===== config.mk =====
export PLATFORM = sky130hd
export DESIGN_NAME = dff_share_arbiter
export DESIGN_NICKNAME = d
export VERILOG_FILES = /design/src/rtl/dff_share_arbiter.sv
export SDC_FILE = /design/constraint.sdc
export NUM_CORES = 1
export LEC_CHECK = 0
export BUFFER_PORTS_ARGS = -buffer_cell sky130_fd_sc_hd__buf_2
export CORE_MARGIN = 2
export CORE_UTILIZATION = 40
export DETAILED_ROUTE_END_ITERATION = 6
export PLACE_DENSITY = 0.69
export SYNTH_ARGS = -nofsm -noshare
export SYNTH_HDL_FRONTEND = slang
export SYNTH_SLANG_ARGS = --single-unit

===== constraint.sdc =====
create_clock -name clk -period 4.5 [get_ports clk]
set_clock_uncertainty 0.05 [all_clocks]
set_input_delay 0.45 -clock clk [delete_from_list [all_inputs] [get_ports clk]]
set_output_delay 0.45 -clock clk [all_outputs]
set_load 0.02 [all_outputs]

===== src/rtl/dff_share_arbiter.sv =====
// rtl/dff_share_arbiter.sv - round-robin write arbiter owning one shared WIDTH-bit register
module dff_share_arbiter #(
    parameter int NUM_REQ = 4,
    parameter int IDX_W   = 2,
    parameter int WIDTH   = 8
) (
    input  logic                     clk,
    input  logic                     reset,
    input  logic [NUM_REQ-1:0]       req,
    input  logic [NUM_REQ*WIDTH-1:0] wr_data,
    output logic [NUM_REQ-1:0]       grant,
    output logic [NUM_REQ-1:0]       ack,
    output logic [WIDTH-1:0]         q,
    output logic                     q_valid,
    output logic [IDX_W-1:0]         owner,
    output logic                     busy
);

    typedef enum logic [1:0] {
        IDLE  = 2'd0,
        GRANT = 2'd1,
        ACK   = 2'd2
    } state_t;

    state_t             state, state_nxt;
    logic [IDX_W-1:0]   ptr, ptr_nxt;
    logic [IDX_W-1:0]   sel, sel_nxt;
    logic [NUM_REQ-1:0] grant_nxt, ack_nxt;
    logic [WIDTH-1:0]   q_nxt;
    logic               q_valid_nxt;
    logic [IDX_W-1:0]   owner_nxt;
    logic               busy_nxt;

    logic               found;
    logic [IDX_W-1:0]   pick;
    logic [IDX_W-1:0]   idx;

    // Rotating search: first requester at or after ptr, wrapping modulo NUM_REQ.
    always_comb begin
        found = 1'b0;
        pick  = '0;
        idx   = '0;
        for (int k = 0; k < NUM_REQ; k++) begin
            idx = ptr + IDX_W'(k);
            if (req[idx] && !found) begin
                found = 1'b1;
                pick  = idx;
            end
        end
    end

    always_comb begin
        state_nxt   = state;
        ptr_nxt     = ptr;
        sel_nxt     = sel;
        grant_nxt   = '0;
        ack_nxt     = '0;
        q_nxt       = q;
        q_valid_nxt = q_valid;
        owner_nxt   = owner;
        case (state)
            IDLE: begin
                if (found) begin
                    sel_nxt   = pick;
                    grant_nxt = NUM_REQ'(1) << pick;
                    state_nxt = GRANT;
                end
            end
            GRANT: begin
                // A withdrawn request aborts without writing and keeps ptr.
                if (req[sel]) begin
                    q_nxt       = wr_data[int'(sel)*WIDTH +: WIDTH];
                    owner_nxt   = sel;
                    q_valid_nxt = 1'b1;
                    ack_nxt     = NUM_REQ'(1) << sel;
                    state_nxt   = ACK;
                end else begin
                    state_nxt = IDLE;
                end
            end
            ACK: begin
                ptr_nxt   = sel + IDX_W'(1);
                state_nxt = IDLE;
            end
            default: state_nxt = IDLE;
        endcase
        busy_nxt = (state_nxt != IDLE);
    end

    always_ff @(posedge clk or negedge reset) begin
        if (!reset) begin
            state   <= IDLE;
            ptr     <= '0;
            sel     <= '0;
            grant   <= '0;
            ack     <= '0;
            q       <= '0;
            q_valid <= 1'b0;
            owner   <= '0;
            busy    <= 1'b0;
        end else begin
            state   <= state_nxt;
            ptr     <= ptr_nxt;
            sel     <= sel_nxt;
            grant   <= grant_nxt;
            ack     <= ack_nxt;
            q       <= q_nxt;
            q_valid <= q_valid_nxt;
            owner   <= owner_nxt;
            busy    <= busy_nxt;
        end
    end

endmodule

==> reports/metrics.csv <==
metric;value;unit
die area;3800;sq um
Synth Flop Type;dfrtp_1;
number of remaining DRC errors;0;
post-synthesis adder-cell area fraction;3.77;%
run status;complete, no violations;
delay-heaviest family, CP;flip-flops;
Psw;0.401;mW
Critical Path Start Type;flop;
Routed Antenna Nets;0;
die width;61.6;microns
count of state elements after synthesis;26;
Syn Area/Cell;13.8;sq um
CTS root buf;clkbuf_4;
CORE AREA;3100;sq um
All-Layer GR Usage;14.5;%
Finished Layout Cells;195;
combinational family with the most area after synthesis;multiplexers;
EDFF count, synth;0;
Pleak;0.840;nW
most frequent cells in the layout;buf_2, dfrtp_1, mux2_2, mux4_2;
Ports;58;
TritonCTS buffer count;3;
Least-Margin Pin Slew;0.754;ns
num rows;20;
Final WS setup;2.04;ns
relative slew slack;49.7;%
WP depth;4;
Layout area overhead;24.3;%
Clock Latency Late Sink;0.31;ns
WHS;0.0557;ns
iteration-0 DRC count of the detailed router;45;
post-synthesis mux area share;25.1;%
ys async rst share;100;%
Critical Path RT;4.67;ns
Synth top area share;49.0;%
antenna violations before repair;0;
register share of total power;41.0;%
Clock power frac;11.2;%
Switching Fraction;38.9;%
RSZ-0062 raised after global routing;no;
Clock Pin Slew Worst Setup and Hold Paths;0.14;ns
syn_nets;138;
Period minus WS final;2.46;ns
YS warnings;0;
fin. max-slew vios;0;
Register-to-Register Setup Slack;2.04;ns
Die Ht;61.6;microns
first-pass GRT wire length;3940;microns
Final #Nets;194;
Worst Setup SP;sel[0];
First-pass DRT Iterations;4;
number of max-cap violations;0;
CTS sink cnt;26;
setup TNS;0;ns
largest net degree at the start of global routing;27;
CTS Hold Bufs;0;
vias in the first global route;917;
leading post-synthesis cells by cell area;dfrtp_1, mux4_2, mux2_2;
sequential share of the synthesized area;49.0;%
fmax;407;MHz
post-detail-place hpwl;2080;microns
most common cell after layout, fill and taps aside;buf_2;
multi-input logic area;608;sq um
post-route cell area;1650;sq um
Setup WS pre-CTS;1.99;ns
detailed-route via count;959;
Crit path buffers/inverters;0;
CP endpoint kind;flop;
Hold WC Path Type;in -> async;
crit share post-route;54.6;%
layout cell share with drive strength beyond 1;54.3;%
Synth area leader;dfrtp_1;
P_int;0.630;mW
worst reg2reg path depth;4;
CTS tree;built;
crit-path max FO;16;
GRT overflow;0;
PortBufs;57;
Worst path max stage delay;0.86;ns
Synth Area in Compound Gates;3.86;%
Via-to-Cell Ratio;4.92;
Critical R2R Launch;sel[0];
simple-gate share of the synthesized area;13.1;%
R2R Path End;owner[0];
routed wire length;2650;microns
fin util;53.2;%
CTS Buffer Depth;2;
XOR/XNOR Fraction of Synth Area;0;%
crit-path cells;mux2i_1 > nor4b_2 > nand2b_1 > mux2_2;
worst setup path end;owner[0];
H-Tree Level Count;1;
initial core utilization;42.8;%
GP Congestion;0.746;
Netlist cell types;31;
PwrDens;625;nW/um^2
Post-CTS Setup Inserts;0;
Register Area;651;sq um
Critical Path AT;2.63;ns
post-placement cell count;191;
Post-Syn Instances;96;
Final Hold Violating Endpoints;0;
post-CTS resize count;0;
synthesized area;1330;sq um
routed wirelength normalized by instance count;13.6;microns
# diodes;0;
Logic pwr share;47.8;%
crit path max-delay cell type;dfrtp_1;
DP Area;1610;sq um
class of the most critical setup path;reg -> reg;
final-layout fill cell count;306;
total power;1.03;mW
Final setup viols;0;
VDD IR max;0.231;mV
[how the worst min path moves through the flow]
stage,from,end,slack (ns),cells after the start
global placement,q_valid,q_valid,0.40,1
global route,reset,sel[1],0.09,1
detailed placement,q_valid,q_valid,0.41,1
floorplan,reset,ack[0],0.10,0
finish,reset,ack[1],0.06,1
CTS,reset,sel[1],0.07,1
[flip-flops by register name, indices dropped and copies added, names as in the netlist]
register	cells
ptr	2
state	2
owner	2
q	8
sel	2
grant	4
ack	4
busy	1
q_valid	1
[Yosys cell counts, drive strengths merged (2+ instances only)]
library cell / number
nand2b: 4
nor3: 2
buf: 5
mux4: 8
a21o: 2
nand2: 4
dfrtp: 26
ha: 4
and2: 4
and3: 3
nor2: 2
inv: 4
mux2: 11
o21ai: 4
nand3: 2
[power groups by stage]
stage | Clock, mW | Combinational (mW) | Sequential, mW
global route | 0.128 | 0.539 | 0.442
finish | 0.116 | 0.493 | 0.423
global placement | 0 | 0.488 | 0.426
CTS | 0.119 | 0.501 | 0.426
detailed placement | 0 | 0.501 | 0.431
floorplan | 0 | 0.347 | 0.470
[routing by layer]
metal,vias to the layer above,global-route usage (%),wire (microns)
met5,-,0,0
met4,0,7.29,27
met3,2,2.10,115
met2,29,25.1,1410
met1,470,17.5,1090
li1,458,-,-
[worst register-to-register path, stage by stage (launching register included)]
cell      delay, ns
dfrtp_1        0.86
mux2i_1        0.21
nor4b_2        0.27
nand2b_1       0.57
mux2_2         0.41
[logic make-up (layout without fill, tap and decap cells)]
group                    Yosys count  count (layout)
multiplexers                      20              20
flip-flops                        26              26
AND/OR/NAND/NOR                   28              28
adder cells (fa/ha/maj)            4               4
buffers and inverters             10              65
AO/OA/AOI/OAI                      8               8
[area by class of cell]
cell class | instances | share of cell area, %
clock buffer | 4 | 2.20
inverter | 4 | 0.910
multi-input combinational | 60 | 36.8
sequential | 26 | 39.4
tap | 44 | 3.34
timing repair buffer | 57 | 17.3
No activity file was read; power rests on OpenSTA's default activity.
